`config.mk`:
```
export PLATFORM = sky130hd
export DESIGN_NAME = ccff_chain_loader
export DESIGN_NICKNAME = d
export VERILOG_FILES = /design/src/rtl/ccff_loader_pkg.sv /design/src/rtl/ccff_bit_serializer.sv /design/src/rtl/ccff_chain_loader.sv
export SDC_FILE = /design/constraint.sdc
export NUM_CORES = 1
export LEC_CHECK = 0
export BUFFER_PORTS_ARGS = -buffer_cell sky130_fd_sc_hd__buf_2
export CORE_ASPECT_RATIO = 1.1
export CORE_MARGIN = 5
export CORE_UTILIZATION = 47
export CTS_CLUSTER_DIAMETER = 30
export DETAILED_ROUTE_END_ITERATION = 8
export PLACE_DENSITY = 0.63
export SYNTH_ARGS = -nofsm -noshare
export SYNTH_HDL_FRONTEND = slang
export SYNTH_HIERARCHICAL = 1
export SYNTH_SLANG_ARGS = --single-unit
```
`constraint.sdc`:
```
create_clock -name prog_clk -period 5.1 [get_ports prog_clk]
set_clock_uncertainty 0.05 [all_clocks]
set_input_delay 1.02 -clock prog_clk [delete_from_list [all_inputs] [get_ports prog_clk]]
set_output_delay 1.02 -clock prog_clk [all_outputs]
set_load 0.005 [all_outputs]
```
`src/rtl/ccff_loader_pkg.sv`:
```
// Shared types and sizing helpers for the configuration-chain loader.
package ccff_loader_pkg;

  typedef enum logic [1:0] {
    ST_IDLE,
    ST_LOAD,
    ST_VERIFY,
    ST_DONE
  } state_e;

  // Bits needed to index 0..n-1, never less than one.
  function automatic int unsigned cnt_w(input int unsigned n);
    return (n <= 2) ? 1 : $clog2(n);
  endfunction

endpackage

```
`src/rtl/ccff_bit_serializer.sv`:
```
// One-word buffer that turns the bitstream word stream into single bits, LSB first.
module ccff_bit_serializer
  import ccff_loader_pkg::*;
#(
  parameter int unsigned WORD_W = 8
) (
  input  logic              prog_clk,
  input  logic              pReset_n,
  input  logic              clear,
  input  logic              enable,
  input  logic              s_valid,
  output logic              s_ready,
  input  logic [WORD_W-1:0] s_data,
  input  logic              last,
  output logic              bit_valid,
  output logic              bit_data,
  input  logic              bit_take
);

  localparam int unsigned IW = cnt_w(WORD_W);
  localparam logic [IW-1:0] LAST_IDX = IW'(WORD_W - 1);

  logic [WORD_W-1:0] buf_q;
  logic              buf_valid_q;
  logic [IW-1:0]     idx_q;

  assign s_ready   = enable & ~buf_valid_q;
  assign bit_valid = buf_valid_q;
  assign bit_data  = buf_q[0];

  always_ff @(posedge prog_clk or negedge pReset_n) begin
    if (!pReset_n) begin
      buf_q       <= '0;
      buf_valid_q <= 1'b0;
      idx_q       <= '0;
    end else if (clear) begin
      buf_valid_q <= 1'b0;
      idx_q       <= '0;
    end else if (s_valid && s_ready) begin
      buf_q       <= s_data;
      buf_valid_q <= 1'b1;
      idx_q       <= '0;
    end else if (bit_take && buf_valid_q) begin
      buf_q <= buf_q >> 1;
      idx_q <= idx_q + 1'b1;
      // The final chain bit also drops the buffer so leftover bits are discarded.
      if (last || idx_q == LAST_IDX) buf_valid_q <= 1'b0;
    end
  end

endmodule

```
`src/rtl/ccff_chain_loader.sv`:
```
// Loads a tile configuration chain through ccff_head and verifies it by recirculating
// the chain once against a shadow copy of the shifted bits.
module ccff_chain_loader
  import ccff_loader_pkg::*;
#(
  parameter int unsigned CHAIN_LEN = 66,
  parameter int unsigned WORD_W    = 8,
  parameter int unsigned VERIFY_EN = 1
) (
  input  logic                           prog_clk,
  input  logic                           pReset_n,
  input  logic                           start,
  input  logic                           s_valid,
  output logic                           s_ready,
  input  logic [WORD_W-1:0]              s_data,
  output logic                           ccff_head,
  input  logic                           ccff_tail,
  output logic                           shift_en,
  output logic                           busy,
  output logic                           done,
  output logic                           pass,
  output logic [$clog2(CHAIN_LEN+1)-1:0] mismatch_cnt
);

  localparam int unsigned CW = cnt_w(CHAIN_LEN);
  localparam int unsigned MW = $clog2(CHAIN_LEN + 1);
  localparam logic [CW-1:0] LAST_BIT = CW'(CHAIN_LEN - 1);
  localparam logic [MW-1:0] MAX_ERR  = MW'(CHAIN_LEN);

  state_e               state_q, state_d;
  logic [CW-1:0]        bit_cnt_q, bit_cnt_d;
  logic [MW-1:0]        err_q, err_d;
  logic                 pass_q, pass_d;
  logic [CHAIN_LEN-1:0] shadow_q;

  logic bit_valid, bit_data, bit_take, at_last, mismatch, result;

  assign at_last      = (bit_cnt_q == LAST_BIT);
  assign bit_take     = (state_q == ST_LOAD) & bit_valid;
  assign mismatch     = (ccff_tail != shadow_q[bit_cnt_q]);
  assign result       = (VERIFY_EN == 0) ? 1'b1 : (err_q == '0);
  assign mismatch_cnt = err_q;

  ccff_bit_serializer #(
    .WORD_W(WORD_W)
  ) u_serializer (
    .prog_clk (prog_clk),
    .pReset_n (pReset_n),
    .clear    ((state_q == ST_IDLE) & start),
    .enable   (state_q == ST_LOAD),
    .s_valid  (s_valid),
    .s_ready  (s_ready),
    .s_data   (s_data),
    .last     (at_last),
    .bit_valid(bit_valid),
    .bit_data (bit_data),
    .bit_take (bit_take)
  );

  always_comb begin
    state_d   = state_q;
    bit_cnt_d = bit_cnt_q;
    err_d     = err_q;
    pass_d    = pass_q;
    shift_en  = 1'b0;
    ccff_head = 1'b0;
    busy      = 1'b0;
    done      = 1'b0;
    pass      = pass_q;
    unique case (state_q)
      ST_IDLE: begin
        if (start) begin
          state_d   = ST_LOAD;
          bit_cnt_d = '0;
          err_d     = '0;
          pass_d    = 1'b0;
        end
      end
      ST_LOAD: begin
        busy      = 1'b1;
        shift_en  = bit_valid;
        ccff_head = bit_data;
        if (bit_valid) begin
          bit_cnt_d = bit_cnt_q + 1'b1;
          if (at_last) begin
            bit_cnt_d = '0;
            state_d   = (VERIFY_EN != 0) ? ST_VERIFY : ST_DONE;
          end
        end
      end
      ST_VERIFY: begin
        busy      = 1'b1;
        shift_en  = 1'b1;
        // Tail fed straight back to head so the readback leaves the chain intact.
        ccff_head = ccff_tail;
        if (mismatch && err_q != MAX_ERR) err_d = err_q + 1'b1;
        bit_cnt_d = bit_cnt_q + 1'b1;
        if (at_last) begin
          bit_cnt_d = '0;
          state_d   = ST_DONE;
        end
      end
      ST_DONE: begin
        done    = 1'b1;
        pass    = result;
        pass_d  = result;
        state_d = ST_IDLE;
      end
      default: state_d = ST_IDLE;
    endcase
  end

  always_ff @(posedge prog_clk or negedge pReset_n) begin
    if (!pReset_n) begin
      state_q   <= ST_IDLE;
      bit_cnt_q <= '0;
      err_q     <= '0;
      pass_q    <= 1'b0;
      shadow_q  <= '0;
    end else begin
      state_q   <= state_d;
      bit_cnt_q <= bit_cnt_d;
      err_q     <= err_d;
      pass_q    <= pass_d;
      if (bit_take) shadow_q[bit_cnt_q] <= bit_data;
    end
  end

endmodule

```
==> flow_metrics.py <==
metrics = {
    "yosys": {
        "synth_cell_type_count": 61,
        "synth-async-reset-ratio": 1.00,
        "synth_area_mm2": 0.00524,
        "ys.flop_type": "dfrtp_1",
        "syn_nets": 528,
        "ys_seq_area_frac": 0.453,
        "yosys_warnings": 6,
        "synth_edf_count": 0,
        "synthCells": 504,
        "ys_ff_latch": 95,
        "syn_area_per_cell_um2": 10.4,
    },
    "floorplanning": {
        "die_w_um": 111,
        "row_count": 40,
        "dieHeight_um": 121,
        "start_util": 0.481,
        "coreArea_mm2": 0.0109,
        "die_area_mm2": 0.0134,
        "num_io_pins": 26,
    },
    "sta": {
        "finalSetupTns_ns": 0,
        "period_share": 0.752,
        "worst_slew_pin_slew_ns": 1.25,
        "relSlewSlack": 0.161,
        "maxSlewViolCount": 0,
        "setup_viol": 0,
        "fmax_mhz": 261,
        "fin_crit_ns": 3.83,
        "rsz0062_at_grt": "false",
        "final.setup.worst_slack_ns": 1.27,
        "hold_viol": 0,
    },
    "route": {
        "ant_nets": 0,
        "drcViolationCount": 0,
        "viasPerCell": 5.80,
        "wl_mm": 11.9,
        "via_count": 3852,
        "post_drt_wl_per_cell_um": 17.9,
        "drt_first_iter_violations": 327,
        "dr.pass1.iters": 7,
    },
    "grt": {
        "antenna_found_initial": 0,
        "grt_pass1_vias": 3895,
        "grtUsageTotal": 0.188,
        "grt_overflow": 0,
        "grt_max_degree": 69,
        "grt_pass1_wl_mm": 20.1,
    },
    "hold_path": {
        "min_path_type": "register to register",
    },
    "clock_tree": {
        "cts_tree": "yes",
        "postCtsSetupBuffers": 0,
        "cts_root_buf": "clkbuf_16",
        "numCtsBuffers": 9,
        "clock_latency_ns": 0.35,
        "clk_pin_slew_ns": 0.06,
        "clockBufferDepth": 2,
        "clock_sinks": 95,
        "ctsHoldBuffers": 0,
        "htree_levels": 3,
        "cts_resized": 0,
    },
    "final_layout": {
        "antennaDiodeCount": 0,
        "fin_area_mm2": 0.00568,
        "final_core_util": 0.521,
        "num-nets-final": 537,
        "area_growth_pct": 8.30,
        "final_cell_mix": "dfrtp_1 (95), mux2_2 (67), nand2_1 (65)",
        "final_common_cell": "dfrtp_1",
        "layout-drive-gt1-share": 0.248,
        "fillers": 1032,
    },
    "flow_run": {
        "maxCapViolations": 0,
    },
    "setup_path": {
        "slowest_stage": "dfrtp_1",
        "critPathArrivalTime_ns": 4.02,
        "worst-path-max-fanout": 22,
        "worstPathRequired_ns": 5.29,
        "worstSetupStartpointType": "register",
        "critPathCaptureType": "register",
        "path_class": "register to register",
        "cp_cell_sequence": "buf_4 > mux4_1 > a22oi_1 > a311oi_2 > a221oi_2 > mux2i_2 > a31oi_1 > a41o_1",
        "slowest_delay_ns": 0.90,
    },
    "placed_design": {
        "dp_hpwl_mm": 8.29,
        "gp_congestion": 0.901,
        "port_buffers": 25,
        "placed_cell_area_mm2": 0.00542,
        "post-place-ws_ns": 1.29,
    },
    "pwr": {
        "p_per_area_mw_per_mm2": 406,
        "power_w": 0.00231,
        "leakage_nw": 2.64,
        "vdd_drop_max_mv": 0.191,
    },
    "status": {
        "status": "complete, no violations",
    },
}
-- report_power, final --
part | total (W) | switching, W | internal (W)
registers | 0.000961 | 0.000123 | 0.000838
clock network | 0.000612 | 0.000270 | 0.000341
logic | 0.000732 | 0.000440 | 0.000292
total | 0.00231 | 0.000834 | 0.00147
-- final timing paths --
| kind | startpoint | endpoint | slack (ns) | cells after the start |
|---|---|---|---|---|
| worst max-delay path | bit_cnt_q[0] | mismatch_cnt[4] | 1.27 | 8 |
| worst min register to register | shadow_q[24] | shadow_q[24] | 0.45 | 1 |
| worst max register to register | bit_cnt_q[0] | mismatch_cnt[4] | 1.27 | 8 |
| max in group asynchronous | pReset_n | shadow_q[31] | 3.32 | 2 |
| min in group asynchronous | pReset_n | mismatch_cnt[3] | 0.64 | 1 |
| worst min-delay path | shadow_q[24] | shadow_q[24] | 0.45 | 1 |
-- synthesized netlist by cell type, drive strengths merged, types with 2 or more instances --
| library cell | instances | area share |
|---|---|---|
| a211oi | 3 | 0.0043 |
| a21boi | 2 | 0.0029 |
| a21oi | 18 | 0.021 |
| a221oi | 7 | 0.015 |
| a22oi | 2 | 0.0029 |
| a31o | 4 | 0.0067 |
| a31oi | 2 | 0.0024 |
| a32oi | 3 | 0.0050 |
| and2 | 6 | 0.0076 |
| and3 | 3 | 0.0036 |
| buf | 14 | 0.019 |
| clkbuf | 17 | 0.012 |
| dfrtp | 95 | 0.45 |
| ha | 11 | 0.026 |
| inv | 22 | 0.016 |
| mux2 | 67 | 0.14 |
| mux2i | 9 | 0.018 |
| mux4 | 8 | 0.037 |
| nand2 | 65 | 0.047 |
| nand2b | 8 | 0.0095 |
| nand3 | 10 | 0.0095 |
| nand3b | 4 | 0.0057 |
| nand4 | 4 | 0.0048 |
| nor2 | 44 | 0.031 |
| nor2b | 9 | 0.011 |
| nor3 | 6 | 0.0057 |
| nor4 | 5 | 0.0060 |
| o21ai | 24 | 0.023 |
| o22ai | 7 | 0.0084 |
| o31ai | 3 | 0.0052 |
| o41ai | 2 | 0.0033 |
| or2 | 3 | 0.0036 |
| or3 | 2 | 0.0024 |
-- metal layers --
layer	track usage	share of wire
met1	0.242	0.43
met2	0.309	0.49
met3	0.0400	0.040
met4	0.0808	0.034
met5	0	0
-- final cells by class --
class | count | area (um^2) | area share
Multi-Input combinational cell | 356 | 2620 | 0.461
Sequential cell | 95 | 2380 | 0.419
Clock buffer | 14 | 254 | 0.0447
Tap cell | 147 | 184 | 0.0324
Timing Repair Buffer | 29 | 158 | 0.0278
Inverter | 22 | 82.6 | 0.0145
Clock inverter | 1 | 5.00 | 0.000881
-- sequential cells by signal (all words and copies together), names as in the netlist --
register and count:
shadow_q 66, bit_cnt_q 7, u_serializer/idx_q 3, pass_q 1, u_serializer/bit_valid 1, state_q 2, u_serializer/buf_q 8, mismatch_cnt 7
-- metrics by stage --
stage | hold WS [ns] | cells
finish | 0.448 | 664
global route | 0.467 | 664
CTS | 0.452 | 664
detailed placement | 0.438 | 649
global placement | 0.434 | 649
floorplan | 0.416 | 504
-- cells by family (layout without fill, tap and decap cells) --
family                   count (synthesis)  in the layout  synth area share
AND/OR/NAND/NOR                        173            173             0.154
flip-flops                              95             95             0.453
AO/OA/AOI/OAI                           87             87             0.119
multiplexers                            84             84             0.198
buffers and inverters                   53             66            0.0472
adder cells (fa/ha/maj)                 11             11            0.0262
XOR/XNOR                                 1              1           0.00167
-- critical path: cells and delay by family, from the launching register on --
family | cells | cell delay [ns]
buffers and inverters | 1 | 0.39
AO/OA/AOI/OAI | 5 | 1.08
multiplexers | 2 | 1.30
flip-flops | 1 | 0.90
No activity file was read; power rests on OpenSTA's default activity.
